===== src/rtl/nco_pkg.sv =====
// rtl/nco_pkg.sv - shared types and helpers for the NCO I/Q monitor
package nco_pkg;

  localparam int DEF_DATA_W = 14;

  typedef enum logic [1:0] {
    IDLE    = 2'd0,
    PRIME   = 2'd1,
    MEASURE = 2'd2,
    REPORT  = 2'd3
  } state_t;

  typedef logic [1:0] quad_t;

  // Quadrant from the sign bits of sin/cos; zero counts as non-negative.
  // Numbering follows counter-clockwise rotation so a legal step is +1 mod 4.
  function automatic quad_t quadrant_of(input logic sin_neg, input logic cos_neg);
    case ({cos_neg, sin_neg})
      2'b00:   return 2'd0;
      2'b10:   return 2'd1;
      2'b11:   return 2'd2;
      default: return 2'd3;
    endcase
  endfunction

endpackage


===== src/rtl/nco_quad_classify.sv =====
// rtl/nco_quad_classify.sv - combinational quadrant, step-legality and zero-crossing flags
module nco_quad_classify
  import nco_pkg::*;
(
  input  logic       sin_neg,
  input  logic       cos_neg,
  input  logic       prev_sin_neg,
  input  logic [1:0] prev_quad,
  output logic [1:0] quad,
  output logic       illegal,
  output logic       zc_rise
);

  logic [1:0] step;

  // Step of 0 or +1 is legal; -1 (3) and +2 both have the MSB of the mod-4 step set
  always_comb begin
    quad    = quadrant_of(sin_neg, cos_neg);
    step    = quad - prev_quad;
    illegal = step[1];
    zc_rise = prev_sin_neg && !sin_neg;
  end

endmodule


===== src/rtl/nco_iq_monitor.sv =====
// rtl/nco_iq_monitor.sv - gated frequency/amplitude/quadrature monitor for the NCO output stream
module nco_iq_monitor
  import nco_pkg::*;
#(
  parameter int DATA_W = DEF_DATA_W,
  parameter int GATE_W = 20,
  parameter int CNT_W  = 20
) (
  input  logic              clk,
  input  logic              reset,
  input  logic              start,
  input  logic [GATE_W-1:0] gate_len,
  input  logic              in_valid,
  input  logic [DATA_W-1:0] fsin_i,
  input  logic [DATA_W-1:0] fcos_i,
  output logic              busy,
  output logic              meas_valid,
  input  logic              meas_ready,
  output logic [CNT_W-1:0]  zc_count,
  output logic [DATA_W-1:0] sin_max,
  output logic [DATA_W-1:0] sin_min,
  output logic [CNT_W-1:0]  quad_err
);

  localparam logic [DATA_W-1:0] NEG_THRESH = {1'b1, {(DATA_W-1){1'b0}}};
  localparam logic [CNT_W-1:0]  CNT_MAX    = {CNT_W{1'b1}};

  state_t            state;
  logic [GATE_W-1:0] remaining;
  logic [GATE_W-1:0] gate_eff;
  logic              prev_sin_neg;
  logic [1:0]        prev_quad;

  logic              sin_neg;
  logic              cos_neg;
  logic [1:0]        quad;
  logic              illegal;
  logic              zc_rise;
  logic              arm;

  // Sample signs, effective gate length and the start-acceptance condition
  always_comb begin
    sin_neg  = (fsin_i >= NEG_THRESH);
    cos_neg  = (fcos_i >= NEG_THRESH);
    gate_eff = (gate_len == '0) ? GATE_W'(1) : gate_len;
    arm      = start && ((state == IDLE) || ((state == REPORT) && meas_ready));
  end

  nco_quad_classify u_classify (
    .sin_neg      (sin_neg),
    .cos_neg      (cos_neg),
    .prev_sin_neg (prev_sin_neg),
    .prev_quad    (prev_quad),
    .quad         (quad),
    .illegal      (illegal),
    .zc_rise      (zc_rise)
  );

  // Measurement FSM with its counters, min/max trackers and registered handshake outputs
  always_ff @(posedge clk) begin
    if (reset) begin
      state        <= IDLE;
      remaining    <= '0;
      prev_sin_neg <= 1'b0;
      prev_quad    <= '0;
      busy         <= 1'b0;
      meas_valid   <= 1'b0;
      zc_count     <= '0;
      sin_max      <= '0;
      sin_min      <= '0;
      quad_err     <= '0;
    end else if (arm) begin
      // Accepted start (from IDLE, or back-to-back from REPORT): fresh window
      state        <= PRIME;
      remaining    <= gate_eff;
      prev_sin_neg <= 1'b0;
      prev_quad    <= '0;
      busy         <= 1'b1;
      meas_valid   <= 1'b0;
      zc_count     <= '0;
      sin_max      <= '0;
      sin_min      <= '0;
      quad_err     <= '0;
    end else begin
      unique case (state)
        IDLE: begin
          busy       <= 1'b0;
          meas_valid <= 1'b0;
        end
        PRIME: begin
          // Seed sample: establishes history only, not counted against the gate
          if (in_valid) begin
            prev_sin_neg <= sin_neg;
            prev_quad    <= quad;
            sin_max      <= fsin_i;
            sin_min      <= fsin_i;
            state        <= MEASURE;
          end
        end
        MEASURE: begin
          if (in_valid) begin
            if (zc_rise && (zc_count != CNT_MAX)) begin
              zc_count <= zc_count + 1'b1;
            end
            if (illegal && (quad_err != CNT_MAX)) begin
              quad_err <= quad_err + 1'b1;
            end
            if ($signed(fsin_i) > $signed(sin_max)) begin
              sin_max <= fsin_i;
            end
            if ($signed(fsin_i) < $signed(sin_min)) begin
              sin_min <= fsin_i;
            end
            prev_sin_neg <= sin_neg;
            prev_quad    <= quad;
            remaining    <= remaining - 1'b1;
            if (remaining == GATE_W'(1)) begin
              state      <= REPORT;
              busy       <= 1'b0;
              meas_valid <= 1'b1;
            end
          end
        end
        REPORT: begin
          if (meas_ready) begin
            meas_valid <= 1'b0;
            state      <= IDLE;
          end
        end
        default: begin
          state <= IDLE;
        end
      endcase
    end
  end

endmodule


===== config.mk =====
export PLATFORM = sky130hd
export DESIGN_NAME = nco_iq_monitor
export DESIGN_NICKNAME = d
export VERILOG_FILES = /design/src/rtl/nco_pkg.sv /design/src/rtl/nco_quad_classify.sv /design/src/rtl/nco_iq_monitor.sv
export SDC_FILE = /design/constraint.sdc
export NUM_CORES = 1
export LEC_CHECK = 0
export CORE_AREA = 10 10 110 112
export DETAILED_ROUTE_END_ITERATION = 16
export DIE_AREA = 0 0 120 122
export PLACE_DENSITY = 0.93
export RECOVER_POWER = 25
export SLEW_MARGIN = 25
export SYNTH_ARGS = -nofsm -noshare
export SYNTH_HDL_FRONTEND = slang
export SYNTH_SLANG_ARGS = --single-unit

===== constraint.sdc =====
create_clock -name clk -period 6.5 [get_ports clk]
set_input_delay 1.3 -clock clk [delete_from_list [all_inputs] [get_ports clk]]
set_output_delay 1.3 -clock clk [all_outputs]
set_load 0.02 [all_outputs]

==> results.md <==
* Outcome: finished, final reports clean
* RSZ-0062 raised after global routing: false
* Routed length per instance at 16.1 microns
* Minimum clock period at 3.84 ns
* Crit-path max FO at 10
* Ys Warns at 0
* Worst-skew pair later-pin latency at 0.36 ns
* Port Buffers at 109
* Worst Skew at 0.00611 ns
* Post-synthesis cell area at 5200 sq um
* Largest net degree at the start of global routing at 46
* Syn_area_per_cell at 8.31 sq um
* Clock Path Buffers at 2
* HP Class: register to register
* Min-Delay Startpoint: sin_max[10]$_SDFFE_PP0P_
* Distinct cell type count after synthesis at 51
* Final TNS setup at 0 ns
* MaxCap Viol Count at 0
* Slew @ Worst Pin at 0.813 ns
* Gr usage total at 0.187
* Die Area at 14600 sq um
* Fill count at 819
* Drt pass-1 iters at 6
* Post-CTS sizing at 0
* DIE HEIGHT at 122 microns
* First-pass GRT wire length at 23.1 mm
* Critical Path AT at 4.13 ns
* Hold Violations, Final at 0
* Most frequent cells in the layout: dfxtp_1 (95), nand2_1 (74), nor2_1 (73)
* Leakage at 2.47 nW
* Critical path class: primary input to register
* Dpl cell area at 6430 sq um
* Residual DRC at 0
* Inserted Clock Buffers at 9
* GPL Wtd Cong at 0.881
* Cts hold-fix bufs at 0
* Antenna-violating nets left at 0
* Crit. End Element: register
* Worst vdd ir at 0.130 mV
* IO Pins at 123
* CP startpoint kind: primary input
* Post-DP HPWL at 10.7 mm
* Post-CTS Setup Bufs at 0
* Vias at 4907
* Max Clock Freq at 260 MHz
* Reg2Reg Depth at 8
* Root Buffer: clkbuf_8
* DR iter-0 viols at 283
* #FFs+latches synth at 95
* Slew Limit Fails at 0
* Post-route cell area at 6660 sq um
* Post-route insts no fill at 870
* Slowest CP cell: clkdlybuf4s50_1
* Initial Util at 0.518
* Reg-to-reg startpoint: state[0]$_SDFFE_PP0P_
* Final hold slack at 0.476 ns
* CTS sink count at 95
* Cell Pwr Density at 245 nW/um^2
* Synth-to-Final Area Change at 28.0%
* Nets@finish at 817
* Slowest stage delay, CP at 0.68 ns
* Slew headroom at 0.456
* Routed wire length at 14.0 mm
* WHS Endpoint: sin_max[10]$_SDFFE_PP0P_
* TritonCTS clock tree: done
* Vias in the first global route at 4942
* Most common cell after layout, fill and taps aside: dfxtp_1
* Vias per inst at 5.64
* Seq/Total Area, Yosys at 0.365
* Gr ovfl total at 0
* Tot Pwr at 1.63 mW
* Critical-path cell list: clkdlybuf4s50_1, ha_1, nand4_1, nor3_1, or3_1, a311o_1, o211ai_1, buf_4, mux2i_1
* R2R setup slack at 3.41 ns
* Clk pin slew, worst setup/hold paths at 0.09 ns
* Cells after DPL at 853
* H-tree levels at 3
* Worst hold stages at 2
* Fin crit share at 0.591
* Core Rows at 37
* Syn Nets at 715
* Initial antenna violation count at 1
* Die width at 120 microns
* Post-Synthesis Cells at 626
* Reg-to-reg endpoint: zc_count[11]$_SDFFE_PP0P_
* Req. time, crit path at 6.79 ns
* Layout cells sized above 1 at 0.0505
* Final setup viols at 0
* CORE AREA at 10000 sq um
-- kinds of logic after synthesis --
kind of cell	synth area share
flops	0.365
simple gates	0.255
compound gates	0.111
buf+inv	0.0476
xor+xnor	0.0808
mux	0.0538
fa+ha+maj	0.0865
-- worst max path at each step --
| stage | startpoint | end | slack [ns] | depth (start not counted) |
|---|---|---|---|---|
| 2_1_floorplan | fsin_i[13] | sin_min[10]$_SDFFE_PP0P_ | 3.19 | 8 |
| 3_3_place_gp | fsin_i[13] | sin_min[1]$_SDFFE_PP0P_ | 2.41 | 9 |
| 3_5_place_dp | fsin_i[13] | sin_min[1]$_SDFFE_PP0P_ | 2.26 | 9 |
| 4_1_cts | fsin_i[13] | sin_min[1]$_SDFFE_PP0P_ | 2.66 | 9 |
| 5_1_grt | in_valid | zc_count[7]$_SDFFE_PP0P_ | 2.51 | 7 |
| 6_report | fsin_i[13] | sin_min[1]$_SDFFE_PP0P_ | 2.66 | 9 |
-- state kept, by name (all words and copies together) (netlist names), 2 cells and up --
signal and flops:
quad_err 20, remaining 20, zc_count 20, sin_max 14, sin_min 14, prev_quad 2
state 2
-- area by class of cell --
type,instances,area [sq um],share of cell area
Clock buffer,11,151,0.0227
Tap cell,136,170,0.0255
Antenna cell,1,2.50,0.000376
Inverter,41,154,0.0231
Sequential cell,95,1900,0.285
Timing Repair Buffer,115,1140,0.171
Clock inverter,5,80.1,0.0120
Multi-Input combinational cell,466,3070,0.460
-- power by group --
part / switching, mW / leakage (nW) / internal [mW]
combinational: 0.291 / 1.59 / 0.209
sequential: 0.0518 / 0.771 / 0.637
clock: 0.206 / 0.112 / 0.237
total: 0.548 / 2.47 / 1.08
-- worst max-delay path: cells and delay by family --
family,cells,cell delay [ns]
AO/OA/AOI/OAI,2,0.65
adder cells (fa/ha/maj),1,0.33
buffers and inverters,2,1.03
multiplexers,1,0.22
AND/OR/NAND/NOR,3,0.59
-- layer usage --
layer | wire length (microns) | GRT usage | part of all wire
met1 | 5690 | 0.199 | 0.41
met2 | 7010 | 0.338 | 0.50
met3 | 999 | 0.0550 | 0.071
met4 | 317 | 0.0814 | 0.023
met5 | 0 | 0 | 0
-- stage by stage --
step                       util  worst slack, ns
after floorplan               -             3.19
after CTS                 0.663             2.66
after detailed placement  0.640             2.26
after global placement    0.639             2.41
after global routing      0.663             2.51
final                     0.663             2.66
-- synth_stat cells (all sizes together) --
| library cell | number | area (sq um) |
|---|---|---|
| a221oi | 1 | 8.76 |
| nor2b | 3 | 18.8 |
| or3 | 11 | 68.8 |
| a21boi | 1 | 7.51 |
| nand4b | 1 | 8.76 |
| o2bb2ai | 2 | 17.5 |
| clkbuf | 21 | 78.8 |
| a211oi | 13 | 113 |
| o211ai | 3 | 22.5 |
| nor4 | 15 | 124 |
| a21o | 5 | 37.5 |
| a2bb2oi | 2 | 17.5 |
| or2 | 3 | 21.3 |
| inv | 41 | 154 |
| nor4b | 1 | 15.0 |
| nor2 | 74 | 278 |
| nand4 | 22 | 138 |
| nor3b | 2 | 15.0 |
| ha | 36 | 450 |
| a21oi | 26 | 130 |
| buf | 3 | 15.0 |
| nand2 | 74 | 278 |
| a31oi | 2 | 12.5 |
| dfxtp | 95 | 1900 |
| mux2i | 28 | 280 |
| nor3 | 18 | 90.1 |
| o22ai | 2 | 12.5 |
| and2b | 1 | 10.0 |
| a311oi | 3 | 32.5 |
| or4 | 4 | 33.8 |
| xor2 | 23 | 201 |
| a2111oi | 1 | 8.76 |
| xnor2 | 25 | 219 |
| a22o | 1 | 8.76 |
| o21ai | 14 | 70.1 |
| o31ai | 6 | 45.0 |
| nand2b | 3 | 18.8 |
| o21a | 2 | 15.0 |
| and3 | 6 | 37.5 |
| a22oi | 1 | 7.51 |
| and4 | 4 | 35.0 |
| a311o | 1 | 10.0 |
| nand3b | 1 | 7.51 |
| and2 | 4 | 25.0 |
| nand3 | 21 | 105 |
(Power assumes the default switching activity.)
